## src/rtl/edge_det_pkg.sv

```systemverilog
// +----------------------------------------------------------------------+
// | edge_det_pkg : shared types and defaults for edge_detect_multi        |
// | Rev 1.0                                                               |
// +----------------------------------------------------------------------+
`default_nettype none

package edge_det_pkg;

  typedef enum logic [1:0] {
    EDGE_FALL = 2'b00,
    EDGE_RISE = 2'b01,
    EDGE_BOTH = 2'b10,
    EDGE_OFF  = 2'b11
  } edge_mode_t;

  localparam int unsigned DEF_CH          = 4;
  localparam int unsigned DEF_SYNC_STAGES = 2;
  localparam int unsigned DEF_FILT_LEN    = 8;
  localparam logic        DEF_IDLE_LEVEL  = 1'b1;

  // Returns {rise_enable, fall_enable} for a mode.
  function automatic logic [1:0] mode_mask(input edge_mode_t m);
    case (m)
      EDGE_FALL: return 2'b01;
      EDGE_RISE: return 2'b10;
      EDGE_BOTH: return 2'b11;
      default:   return 2'b00;
    endcase
  endfunction

endpackage

`default_nettype wire

```

## src/rtl/edge_det_chan.sv

```systemverilog
// +----------------------------------------------------------------------+
// | edge_det_chan : one channel - sync chain, glitch filter, rise/fall    |
// | Rev 1.0                                                               |
// +----------------------------------------------------------------------+
`default_nettype none

module edge_det_chan #(
  parameter int unsigned SYNC_STAGES = 2,
  parameter int unsigned FILT_LEN    = 8,
  parameter logic        IDLE_LEVEL  = 1'b1
) (
  input  logic clk,
  input  logic rst,
  input  logic din_i,
  output logic level_o,
  output logic rise_d_o,
  output logic fall_d_o,
  output logic rise_o,
  output logic fall_o
);

  localparam int unsigned      CNT_W    = $clog2(FILT_LEN) + 1;
  localparam logic [CNT_W-1:0] CNT_LAST = CNT_W'(FILT_LEN - 1);

  logic [SYNC_STAGES-1:0] sync_q, sync_d;
  logic [CNT_W-1:0]       cnt_q, cnt_d;
  logic                   level_q, level_d;
  logic                   rise_q, fall_q, rise_d, fall_d;
  logic                   sync_out;

  assign sync_out = sync_q[SYNC_STAGES-1];

  always_comb begin
    sync_d  = {sync_q[SYNC_STAGES-2:0], din_i};
    cnt_d   = cnt_q;
    level_d = level_q;
    if (sync_out == level_q) begin
      cnt_d = '0;
    end else if (cnt_q == CNT_LAST) begin
      // Input held its new level long enough: accept it.
      level_d = sync_out;
      cnt_d   = '0;
    end else begin
      cnt_d = cnt_q + CNT_W'(1);
    end
    rise_d = level_d & ~level_q;
    fall_d = ~level_d & level_q;
  end

  always_ff @(posedge clk) begin
    if (rst) begin
      sync_q  <= {SYNC_STAGES{IDLE_LEVEL}};
      cnt_q   <= '0;
      level_q <= IDLE_LEVEL;
      rise_q  <= 1'b0;
      fall_q  <= 1'b0;
    end else begin
      sync_q  <= sync_d;
      cnt_q   <= cnt_d;
      level_q <= level_d;
      rise_q  <= rise_d;
      fall_q  <= fall_d;
    end
  end

  assign level_o  = level_q;
  assign rise_d_o = rise_d;
  assign fall_d_o = fall_d;
  assign rise_o   = rise_q;
  assign fall_o   = fall_q;

endmodule

`default_nettype wire

```

## src/rtl/edge_detect_multi.sv

```systemverilog
// +----------------------------------------------------------------------+
// | edge_detect_multi : multi-channel input conditioner / edge detector   |
// | Optional sticky flags with EDGE_DET_STICKY_EN.           Rev 1.0      |
// +----------------------------------------------------------------------+
`default_nettype none

module edge_detect_multi
  import edge_det_pkg::*;
#(
  parameter int unsigned CH          = DEF_CH,
  parameter int unsigned SYNC_STAGES = DEF_SYNC_STAGES,
  parameter int unsigned FILT_LEN    = DEF_FILT_LEN,
  parameter logic        IDLE_LEVEL  = DEF_IDLE_LEVEL
) (
  input  logic          clk,
  input  logic          rst,
  input  logic [CH-1:0] din,
  input  logic [1:0]    mode,
  output logic [CH-1:0] level_q,
  output logic [CH-1:0] edge_pulse,
  output logic [CH-1:0] rise_pulse,
  output logic [CH-1:0] fall_pulse,
  output logic          any_edge
`ifdef EDGE_DET_STICKY_EN
  ,
  input  logic [CH-1:0] sticky_clr,
  output logic [CH-1:0] sticky_q
`endif
);

  edge_mode_t    mode_q;
  logic [1:0]    mask;
  logic [CH-1:0] rise_d, fall_d, edge_d;

  for (genvar i = 0; i < CH; i++) begin : g_chan
    edge_det_chan #(
      .SYNC_STAGES (SYNC_STAGES),
      .FILT_LEN    (FILT_LEN),
      .IDLE_LEVEL  (IDLE_LEVEL)
    ) u_chan (
      .clk      (clk),
      .rst      (rst),
      .din_i    (din[i]),
      .level_o  (level_q[i]),
      .rise_d_o (rise_d[i]),
      .fall_d_o (fall_d[i]),
      .rise_o   (rise_pulse[i]),
      .fall_o   (fall_pulse[i])
    );
  end

  // Masking uses the mode captured on the previous edge.
  always_comb begin
    mask   = mode_mask(mode_q);
    edge_d = (rise_d & {CH{mask[1]}}) | (fall_d & {CH{mask[0]}});
  end

  always_ff @(posedge clk) begin
    if (rst) begin
      mode_q     <= EDGE_FALL;
      edge_pulse <= '0;
      any_edge   <= 1'b0;
    end else begin
      mode_q     <= edge_mode_t'(mode);
      edge_pulse <= edge_d;
      any_edge   <= |edge_d;
    end
  end

`ifdef EDGE_DET_STICKY_EN
  // A new pulse takes priority over a coincident clear.
  always_ff @(posedge clk) begin
    if (rst) begin
      sticky_q <= '0;
    end else begin
      sticky_q <= (sticky_q & ~sticky_clr) | edge_pulse;
    end
  end
`endif

endmodule

`default_nettype wire

```

## config.mk

```make
export PLATFORM = sky130hd
export DESIGN_NAME = edge_detect_multi
export DESIGN_NICKNAME = d
export VERILOG_FILES = /design/src/rtl/edge_det_pkg.sv /design/src/rtl/edge_det_chan.sv /design/src/rtl/edge_detect_multi.sv
export SDC_FILE = /design/constraint.sdc
export NUM_CORES = 1
export LEC_CHECK = 0
export ABC_AREA = 1
export BUFFER_PORTS_ARGS = -buffer_cell sky130_fd_sc_hd__buf_2
export CORE_MARGIN = 10
export CORE_UTILIZATION = 45
export DETAILED_ROUTE_END_ITERATION = 8
export GPL_TIMING_DRIVEN = 0
export HOLD_SLACK_MARGIN = 0.02
export PLACE_DENSITY_LB_ADDON = 0.08
export SYNTH_ARGS = -nofsm -noshare
export SYNTH_HDL_FRONTEND = slang
export SYNTH_SLANG_ARGS = --single-unit
```

## constraint.sdc

```tcl
create_clock -name clk -period 3 [get_ports clk]
set_clock_uncertainty 0.1 [all_clocks]
set_input_delay 0.6 -clock clk [delete_from_list [all_inputs] [get_ports clk]]
set_output_delay 0.6 -clock clk [all_outputs]
set_load 0.03 [all_outputs]
```

==> Flow_metrics.wiki, run 1 <==
{| class="wikitable"
! Metric !! Value
|-
| Setup crit start kind || flip-flop
|-
| Global router's overall resource usage || 0.101
|-
| Max IR drop VDD || 0.000313 V
|-
| Area contributors post-synth || dfxtp_1 52%, nor2_1 7.0%, buf_4 5.4%, ha_1 5.3%, inv_1 4.7%
|-
| Clock root buffer || clkbuf_8
|-
| CP max FO || 7
|-
| Area share of the leading cell type in the synthesized netlist || 0.516
|-
| Net Count, Synth || 200
|-
| Number of standard-cell rows in the floorplan || 22
|-
| CTS H-Tree Depth || 2
|-
| Post-Synth XOR/XNOR Area || 0.0210
|-
| Sequential area share after synthesis || 0.516
|-
| Hpwl dp || 2.24 mm
|-
| Area added between synthesis and finish || 16.8%
|-
| Setup bufs post-CTS || 0
|-
| Final period demand of the worst path || 1.76 ns
|-
| Final hold viol count || 0
|-
| Kind of critical path || reg2out
|-
| Number of buffers added to fix hold violations after cts || 0
|-
| Worst-path clk slew || 0.07 ns
|-
| Fraction of layout instances using a drive strength above 1 || 0.295
|-
| Synthesized instance count || 185
|-
| Dominant combinational cell family by area after synthesis || simple AND/OR/NAND/NOR gates
|-
| Setup TNS Final || 0 ns
|-
| Final weighted congestion of routability-driven global placement || 0.757
|-
| Post-route DRC || 0
|-
| Worst-margin pin slew || 0.352 ns
|-
| Maximum number of buffers from clock root to sink || 2
|-
| Mean instance size in the synthesized netlist || 9.02 µm²
|-
| Via count of the first global-routing pass || 1,195
|-
| Detailed-route wire length || 2.90 mm
|-
| Cell taking the most area after synthesis || dfxtp_1
|-
| Number of synthesized register bits || 43
|-
| Gates resized, CTS repair || 0
|-
| Post-route clock period utilization || 0.587
|-
| Total I/O pin count || 25
|-
| Number of buffers created by CTS || 5
|-
| Setup repair after global routing missed its margin || no
|-
| TritonCTS clock tree || done
|-
| Final global-route overflow total || 0
|-
| Max Transition Viols Final || 0
|-
| Initial cell density of the core || 0.459
|-
| Nature of the critical path endpoint || primary output
|-
| # setup viols final || 0
|-
| Maximum Capacitance Violations || 0
|-
| Portion of netlist area occupied by mux cells || 0
|-
| Count of antenna-violating nets left after detailed routing || 0
|-
| Area share of fa/ha/maj cells after synthesis || 0.0525
|-
| Data arrival time of the critical path || 1.06 ns
|-
| Clock latency on the worst-skew pair || 0.29 ns
|-
| Leakage power || 0.902 nW
|-
| Synth Cell Area || 1670 µm²
|-
| Max-slew headroom at the worst pin || 0.764
|-
| Peak Freq || 568 MHz
|-
| Critical Path RT || 2.30 ns
|-
| Antenna fix cells || 0
|-
| Post-Synth Simple-Gate Area || 0.249
|-
| Most frequent cells in the layout || 43 x dfxtp_1, 31 x nor2_1, 26 x buf_2
|-
| Global-route wire length before repair || 5.15 mm
|-
| DIE WIDTH || 80.9 µm
|-
| Maximum number of pins on one net before global-route repair || 13
|-
| Run status || finished clean
|-
| Warnings from Yosys || 0
|-
| Pwr per Cell Area || 516 nW/µm²
|-
| Kind of path behind the tightest hold check || reg2reg
|-
| Nets || 231
|-
| First DRT Iteration DRCs || 74
|-
| Detailed-route wire length per cell || 10.9 µm
|-
| Post-synthesis compound-gate area fraction || 0.0518
|-
| Total power draw || 1.01 mW
|-
| Number of detailed-routing iterations run before antenna repair || 4
|-
| Core Box Area || 3630 µm²
|-
| Initial antenna violation count || 0
|-
| Vertical extent of the die || 80.9 µm
|-
| Vias per cell || 4.52
|-
| Count of distinct cell types in the synthesized netlist || 25
|-
| Port-buffer cells || 24
|-
| Clock sink count || 43
|-
| Number of vias in the routed layout || 1,198
|-
| Die outline area || 6540 µm²
|-
| Leading cell type in the layout, fill and taps excluded || dfxtp_1
|}
## state kept, by name, indices dropped and copies added (netlist names)
register               count
g_chan.u_chan.cnt_q       16
g_chan.u_chan.sync_q       8
edge_pulse                 4
g_chan.u_chan.fall_o       4
g_chan.u_chan.level_o      4
g_chan.u_chan.rise_o       4
mode_q                     2
any_edge                   1
## power breakdown
group / leakage (nW) / switching [mW] / internal, mW / total (mW)
registers: 0.349 / 0.00497 / 0.578 / 0.583
clock network: 0.0515 / 0.180 / 0.210 / 0.389
logic: 0.501 / 0.0199 / 0.0126 / 0.0326
total: 0.902 / 0.205 / 0.801 / 1.01
## cells in the mapped netlist, drive strengths merged
library cell / n
a21oi: 5
buf: 14
dfxtp: 43
ha: 7
inv: 22
nand2: 15
nand3: 10
nand4: 5
nor2: 33
nor3: 4
nor3b: 4
nor4: 3
o211ai: 2
o21ai: 4
o21bai: 2
or2: 8
xor2: 4
## stage by stage
stage          setup slack [ns]  hold slack (ns)  utilization  instance area [µm²]  cells
3_5_place_dp               1.45            0.298        0.509                 1850    257
5_1_grt                    1.16            0.336        0.536                 1950    265
4_1_cts                    1.22            0.314        0.536                 1950    265
2_1_floorplan              1.73            0.289            -                 1670    185
3_3_place_gp               1.49            0.292        0.509                 1850    257
6_report                   1.24            0.313        0.536                 1950    265
## critical path, stage by stage, from the launching register on
cell	delay, ns
dfxtp_1	0.45
buf_4	0.15
buf_2	0.18
## cell families (layout without fill, tap and decap cells)
kind of cell / count (synthesis) / in the layout
xor gates and xnor gates: 4 / 4
adders and majority gates: 7 / 7
and+or+nand+nor: 82 / 82
AOI/OAI and AO/OA: 13 / 13
DFF: 43 / 43
buffers and inverters: 36 / 68
## per-layer routing
layer | part of all wire | wire [µm] | global-route usage | up-vias
li1 | - | - | - | 641
met1 | 0.46 | 1320 | 0.104 | 529
met2 | 0.46 | 1330 | 0.172 | 22
met3 | 0.063 | 183 | 0.0453 | 6
met4 | 0.022 | 63 | 0.0519 | 0
met5 | 0 | 0 | 0 | -
## worst paths after layout
kind                                                  from                         end  slack [ns]  depth (start not counted)
worst max register to register                   mode_q[0]                    any_edge        1.51                          8
worst max-delay path              g_chan[1].u_chan.level_o                  level_q[1]        1.24                          2
worst min-delay path            g_chan[2].u_chan.sync_q[0]  g_chan[2].u_chan.sync_q[1]        0.31                          1
worst min register to register  g_chan[2].u_chan.sync_q[0]  g_chan[2].u_chan.sync_q[1]        0.31                          1
## cell type report
class / instances / area (µm²)
sequential: 43 / 861
fill: 360 / 1690
timing repair buffer: 24 / 120
inverter: 22 / 82.6
tap: 48 / 60.1
buffer: 14 / 100
multi-input combinational: 106 / 624
clock buffer: 8 / 100
(Power assumes the default switching activity.)
==> run 2, diff against run 1 <==
==> constraint.sdc (replaced) <==
create_clock -name clk -period 1.5 [get_ports clk]
set_clock_uncertainty 0.1 [all_clocks]
set_input_delay 0.3 -clock clk [delete_from_list [all_inputs] [get_ports clk]]
set_output_delay 0.3 -clock clk [all_outputs]
set_load 0.03 [all_outputs]
==> Flow_metrics.wiki, run 2 (synthesis results as in run 1) <==
{| class="wikitable"
! Metric !! Value
|-
| Kind of critical path || reg2reg
|-
| Critical Path RT || 1.63 ns
|-
| Top reg by flops || g_chan.u_chan.cnt_q
|-
| CTS H-Tree Depth || 2
|-
| End-of-flow core utilization || 0.539
|-
| Final weighted congestion of routability-driven global placement || 0.757
|-
| Vertical extent of the die || 80.9 µm
|-
| Most frequent cells in the layout || 40 x dfxtp_1, 29 x nor2_1, 26 x buf_2
|-
| Post-route DRC || 0
|-
| # setup viols final || 0
|-
| Count of antenna-violating nets left after detailed routing || 0
|-
| First DRT Iteration DRCs || 62
|-
| Total power draw || 2.01 mW
|-
| Fraction of layout instances using a drive strength above 1 || 0.318
|-
| Run status || finished clean
|-
| Core Box Area || 3630 µm²
|-
| Largest registers || g_chan.u_chan.cnt_q: 16 flops, g_chan.u_chan.sync_q: 8 flops
|-
| Setup TNS Final || 0 ns
|-
| Clock latency on the worst-skew pair || 0.29 ns
|-
| Flip-flop count of the largest register after layout || 16
|-
| Max IR drop VDD || 0.000625 V
|-
| Peak Freq || 711 MHz
|-
| Kind of path behind the tightest hold check || in2reg
|-
| Clock sink count || 43
|-
| Initial antenna violation count || 0
|-
| Critical path cell sequence || inv_1, ha_1, nor2_2, nor2_2, inv_1, o21ai_2, nor2_1, a21oi_2
|-
| Clock root buffer || clkbuf_8
|-
| Total I/O pin count || 25
|-
| Worst-path clk slew || 0.08 ns
|-
| Max Transition Viols Final || 0
|-
| Final global-route overflow total || 0
|-
| DIE WIDTH || 80.9 µm
|-
| Setup bufs post-CTS || 0
|-
| Leading cell type in the layout, fill and taps excluded || dfxtp_1
|-
| Final hold viol count || 0
|-
| Setup crit start kind || flip-flop
|-
| Maximum number of buffers from clock root to sink || 2
|-
| Nets || 231
|-
| Worst-margin pin slew || 0.352 ns
|-
| Number of standard-cell rows in the floorplan || 22
|-
| Leakage power || 0.901 nW
|-
| Vias per cell || 4.54
|-
| Filler Cell Count || 364
|-
| Max-slew headroom at the worst pin || 0.764
|-
| Global router's overall resource usage || 0.101
|-
| Setup repair after global routing missed its margin || no
|-
| Pwr per Cell Area || 1030 nW/µm²
|-
| Die outline area || 6540 µm²
|-
| Placement Setup Slack || 0.0118 ns
|-
| Hpwl dp || 2.24 mm
|-
| Number of detailed-routing iterations run before antenna repair || 4
|-
| Via count of the first global-routing pass || 1,193
|-
| Detailed-route wire length per cell || 11.0 µm
|-
| Global-route wire length before repair || 5.13 mm
|-
| Number of buffers created by CTS || 5
|-
| Maximum Capacitance Violations || 0
|-
| Number of vias in the routed layout || 1,202
|-
| Initial cell density of the core || 0.459
|-
| Maximum number of pins on one net before global-route repair || 13
|-
| Nature of the critical path endpoint || flip-flop
|-
| Area added between synthesis and finish || 17.3%
|-
| Detailed-route wire length || 2.91 mm
|-
| Data arrival time of the critical path || 1.54 ns
|-
| TritonCTS clock tree || done
|-
| Antenna fix cells || 0
|-
| Crit path max-delay cell type || dfxtp_1
|-
| Crit path setup slack, layout || 0.0938 ns
|-
| Post-route clock period utilization || 0.937
|-
| CP peak stage delay || 0.32 ns
|-
| CP max FO || 3
|-
| Final period demand of the worst path || 1.41 ns
|-
| Port-buffer cells || 24
|}
==> run 2: cell counts in the layout (fill, tap and decap cells not counted) <==
No cell type changed its count.
==> run 2: cell type report <==
class | count | area (µm²) | share of cell area
Tap cell | 48 | 60.1 | 0.0307
Timing Repair Buffer | 24 | 120 | 0.0614
Sequential cell | 43 | 865 | 0.442
Buffer | 14 | 100 | 0.0512
Inverter | 22 | 82.6 | 0.0422
Multi-Input combinational cell | 106 | 629 | 0.322
Clock buffer | 8 | 100 | 0.0512
==> run 2: report_power, final <==
| group | internal (mW) | total [mW] | switching [mW] |
|---|---|---|---|
| combinational | 0.0264 | 0.0675 | 0.0411 |
| clock | 0.420 | 0.780 | 0.360 |
| sequential | 1.16 | 1.17 | 0.00983 |
==> run 2: repair_timing <==
| action | CTS | global route |
|---|---|---|
| hold buffers | 0 | 0 |
| endpoints found under the setup margin | 1 | 4 |
| hold endpoints to repair | 0 | 0 |
| gates resized for setup | 1 | 4 |
==> run 2: path summary, 6_finish.rpt <==
check | start | to | slack [ns] | depth (start not counted)
setup reg to reg | mode_q[0] | any_edge | 0.09 | 8
hold / removal | din[0] | g_chan[0].u_chan.sync_q[0] | 0.09 | 2
setup / recovery | mode_q[0] | any_edge | 0.09 | 8
hold reg to reg | g_chan[2].u_chan.sync_q[0] | g_chan[2].u_chan.sync_q[1] | 0.31 | 1
==> run 2: worst max-delay path: cells and delay by family, from the launching register on <==
kind	cells	cell delay (ns)
AOI/OAI and AO/OA	2	0.28
adders and majority gates	1	0.17
buffers and inverters	2	0.20
DFF	1	0.32
and+or+nand+nor	3	0.28
==> run 2: stage by stage <==
step | instances | area, µm² | hold WS, ns
after floorplan | 185 | 1670 | 0.289
after global placement | 257 | 1850 | 0.292
after detailed placement | 257 | 1850 | 0.298
after CTS | 265 | 1950 | 0.0721
after global routing | 265 | 1960 | 0.0857
final | 265 | 1960 | 0.0852
==> run 2: layer usage <==
metal,track usage,vias up,wire (µm)
met1,0.103,533,1320
met2,0.172,22,1340
met4,0.0519,0,63
li1,-,641,-
met3,0.0453,6,183
met5,0,-,0
==> run 3, diff against run 2 <==
--- a/config.mk
+++ b/config.mk
@@ -8,11 +8,13 @@
 export ABC_AREA = 1
 export BUFFER_PORTS_ARGS = -buffer_cell sky130_fd_sc_hd__buf_2
 export CORE_MARGIN = 10
-export CORE_UTILIZATION = 45
+export CORE_UTILIZATION = 40
 export DETAILED_ROUTE_END_ITERATION = 8
 export GPL_TIMING_DRIVEN = 0
 export HOLD_SLACK_MARGIN = 0.02
 export PLACE_DENSITY_LB_ADDON = 0.08
+export SETUP_SLACK_MARGIN = 0.5
 export SYNTH_ARGS = -nofsm -noshare
 export SYNTH_HDL_FRONTEND = slang
+export SYNTH_HIERARCHICAL = 1
 export SYNTH_SLANG_ARGS = --single-unit
==> Flow_metrics.wiki, run 3 <==
{| class="wikitable"
! Metric !! Value
|-
| Fraction of registers with async set or reset after synthesis || 0
|-
| Detailed-route wire length || 3.72 mm
|-
| Kind of path behind the tightest hold check || in2reg
|-
| Total I/O pin count || 25
|-
| Crit path setup slack, layout || 0.197 ns
|-
| Fraction of layout instances using a drive strength above 1 || 0.580
|-
| TritonCTS clock tree || done
|-
| Post-Layout Cell Count || 314
|-
| Final hold viol count || 0
|-
| Global router's overall resource usage || 0.102
|-
| Sequential area share after synthesis || 0.517
|-
| Clock network fraction of design power || 0.426
|-
| Commonest cells in the synthesized netlist || 43 x dfxtp_1, 39 x nand2_1, 34 x inv_1
|-
| CP peak stage delay || 0.37 ns
|-
| Peak Freq || 767 MHz
|-
| First DRT Iteration DRCs || 83
|-
| Post-place instance area || 1920 µm²
|-
| Initial antenna violation count || 0
|-
| Clock root buffer || clkbuf_8
|-
| Crit path max-delay cell type || dfxtp_2
|-
| Number of vias in the routed layout || 1,415
|-
| Top reg by flops || g_chan.u_chan/cnt_q
|-
| Net Count, Synth || 222
|-
| Maximum Capacitance Violations || 0
|-
| Critical path cell sequence || ha_4, nand2_4, nor2_4, nand3_2, inv_2, nand3_2, nand2_1, nor2_1, a21oi_1
|-
| Warnings from Yosys || 6
|-
| Data arrival time of the critical path || 1.43 ns
|-
| Cell family contributing the most delay on the critical path || simple AND/OR/NAND/NOR gates
|-
| Top layer in use || met4
|-
| Setup repair after global routing missed its margin || yes
|-
| Setup crit start kind || flip-flop
|-
| Setup TNS Final || 0 ns
|-
| Vertical extent of the die || 84.5 µm
|-
| Max-slew headroom at the worst pin || 0.680
|-
| Maximum number of pins on one net before global-route repair || 28
|-
| Pwr per Cell Area || 832 nW/µm²
|-
| Proportion of power drawn by flip-flops and latches || 0.532
|-
| Worst-path clk slew || 0.08 ns
|-
| Global-route wire length before repair || 6.09 mm
|-
| Port-buffer cells || 24
|-
| Number of synthesized register bits || 43
|-
| Antenna fix cells || 0
|-
| Largest registers || g_chan.u_chan/cnt_q: 16 flops, g_chan.u_chan/sync_q: 8 flops
|-
| Switching part of the total power || 0.209
|-
| Area share of the leading cell type in the synthesized netlist || 0.517
|-
| Number of synthesized flops with an enable pin || 0
|-
| Nets || 278
|-
| Count of distinct cell types in the synthesized netlist || 15
|-
| Count of antenna-violating nets left after detailed routing || 0
|-
| Detailed-route wire length per cell || 11.8 µm
|-
| Post-route clock period utilization || 0.869
|-
| DIE WIDTH || 84.5 µm
|-
| Synth Cell Area || 1660 µm²
|-
| Core Box Area || 4000 µm²
|-
| Placement Setup Slack || 0.116 ns
|-
| Post-route DRC || 0
|-
| Kind of critical path || reg2reg
|-
| Number of detailed-routing iterations run before antenna repair || 4
|-
| Final weighted congestion of routability-driven global placement || 0.702
|-
| Area contributors post-synth || dfxtp_1 52%, nand2_1 8.8%, inv_1 7.7%, nand3_1 7.5%, nor2_1 6.3%
|-
| Most frequent cells in the layout || 30 x nand2_1, 26 x inv_1, 22 x dfxtp_2, 22 x buf_6, 20 x buf_4
|-
| Detailed route wirelength on metal2 || 1.86 mm
|-
| Die outline area || 7140 µm²
|-
| Combined buffer and inverter count along the critical path || 1
|-
| Leading cell type in the layout, fill and taps excluded || nand2_1
|-
| Combinational group share of total power || 0.042
|-
| Detailed route wirelength on metal3 || 177 µm
|-
| Top-count cell post-synth || dfxtp_1
|-
| Number of buffers created by CTS || 5
|-
| Total instance count after detailed placement || 281
|-
| Max Transition Viols Final || 0
|-
| Final global-route overflow total || 0
|-
| Run status || finished clean
|-
| Via count of the first global-routing pass || 1,401
|-
| # setup viols final || 0
|-
| Initial cell density of the core || 0.416
|-
| Maximum number of buffers from clock root to sink || 2
|-
| Clock latency on the worst-skew pair || 0.29 ns
|-
| Nature of the critical path endpoint || flip-flop
|-
| Most numerous cell on the critical path || nand3_2
|-
| Cell taking the most area after synthesis || dfxtp_1
|-
| Final Cell Area || 2620 µm²
|-
| Clock sink count || 43
|-
| Leading register cell type out of synthesis || dfxtp_1
|-
| Area added between synthesis and finish || 57.2%
|-
| Max IR drop VDD || 0.000714 V
|-
| Routed length on met1 || 1.62 mm
|-
| Flip-flop count of the largest register after layout || 16
|-
| Switching power summed over all nets || 455 µW
|-
| Design internal power || 1.72 mW
|-
| CTS H-Tree Depth || 2
|-
| Final period demand of the worst path || 1.30 ns
|-
| Number of standard-cell rows in the floorplan || 23
|-
| Vias per cell || 4.51
|-
| Leakage power || 1.24 nW
|-
| Critical Path RT || 1.63 ns
|-
| Number of buffers added to fix hold violations after cts || 0
|-
| Synthesized instance count || 207
|-
| Worst-margin pin slew || 0.480 ns
|-
| Hpwl dp || 2.15 mm
|-
| Mean instance size in the synthesized netlist || 8.04 µm²
|-
| CP max FO || 3
|}
==> run 3: layout make-up <==
| class | instances | area [µm²] |
|---|---|---|
| fillers | 328 | 1380 |
| multi-input cells | 129 | 957 |
| flip-flops and latches | 43 | 915 |
| repair buffers | 49 | 433 |
| inverters | 35 | 131 |
| clock buffers | 6 | 82.6 |
| well taps | 50 | 62.6 |
| clock inverters | 2 | 35.0 |
==> run 3: per-layer routing <==
| metal | vias up | global-route usage |
|---|---|---|
| met3 | 4 | 0.0406 |
| met5 | - | 0 |
| li1 | 749 | - |
| met1 | 640 | 0.112 |
| met4 | 0 | 0.0404 |
| met2 | 22 | 0.172 |
==> run 3: path summary, 6_finish.rpt <==
check	startpoint	slack (ns)	endpoint	depth (start not counted)
worst max-delay path	g_chan[3].u_chan/cnt_q[0]	0.20	any_edge	9
worst min-delay path	din[1]	0.08	g_chan[1].u_chan/sync_q[0]	2
worst max register to register	g_chan[3].u_chan/cnt_q[0]	0.20	any_edge	9
worst min register to register	g_chan[2].u_chan/sync_q[0]	0.31	g_chan[2].u_chan/sync_q[1]	1
==> run 3: logic make-up (layout without fill, tap and decap cells) <==
logic type / after synthesis / after routing / synth area share
buffers and inverters: 35 / 92 / 0.0789
xor gates and xnor gates: 4 / 4 / 0.0211
DFF: 43 / 43 / 0.517
and+or+nand+nor: 113 / 113 / 0.315
AOI/OAI and AO/OA: 5 / 5 / 0.0150
adders and majority gates: 7 / 7 / 0.0526
==> run 3: worst reg2reg max path, cell delays in order (launching register included) <==
cell     delay [ns]
dfxtp_2        0.37
ha_4           0.16
nand2_4        0.05
nor2_4         0.12
nand3_2        0.09
inv_2          0.07
nand3_2        0.06
nand2_1        0.07
nor2_1         0.04
a21oi_1        0.11
==> run 3: timing repair <==
item	4_1_cts	5_1_grt
setup endpoints to repair	50	50
pin swaps	30	11
endpoints found under the hold margin	0	0
buffers inserted	22	3
resized for setup	91	29
==> run 3: stage by stage <==
step           hold WS (ns)  utilization  power [mW]
6_report             0.0808        0.654        2.18
4_1_cts              0.0766        0.626        2.19
5_1_grt              0.0770        0.654        2.25
2_1_floorplan         0.269            -        1.23
3_5_place_dp          0.293        0.479        1.26
3_3_place_gp          0.292        0.479        1.26
==> run 3: power groups by stage <==
stage | registers [mW] | logic [mW] | clock network [mW]
after floorplan | 1.19 | 0.0409 | 0
after global placement | 1.20 | 0.0664 | 0
after detailed placement | 1.20 | 0.0665 | 0
after CTS | 1.16 | 0.0842 | 0.950
after global routing | 1.16 | 0.104 | 0.990
final | 1.16 | 0.0915 | 0.928
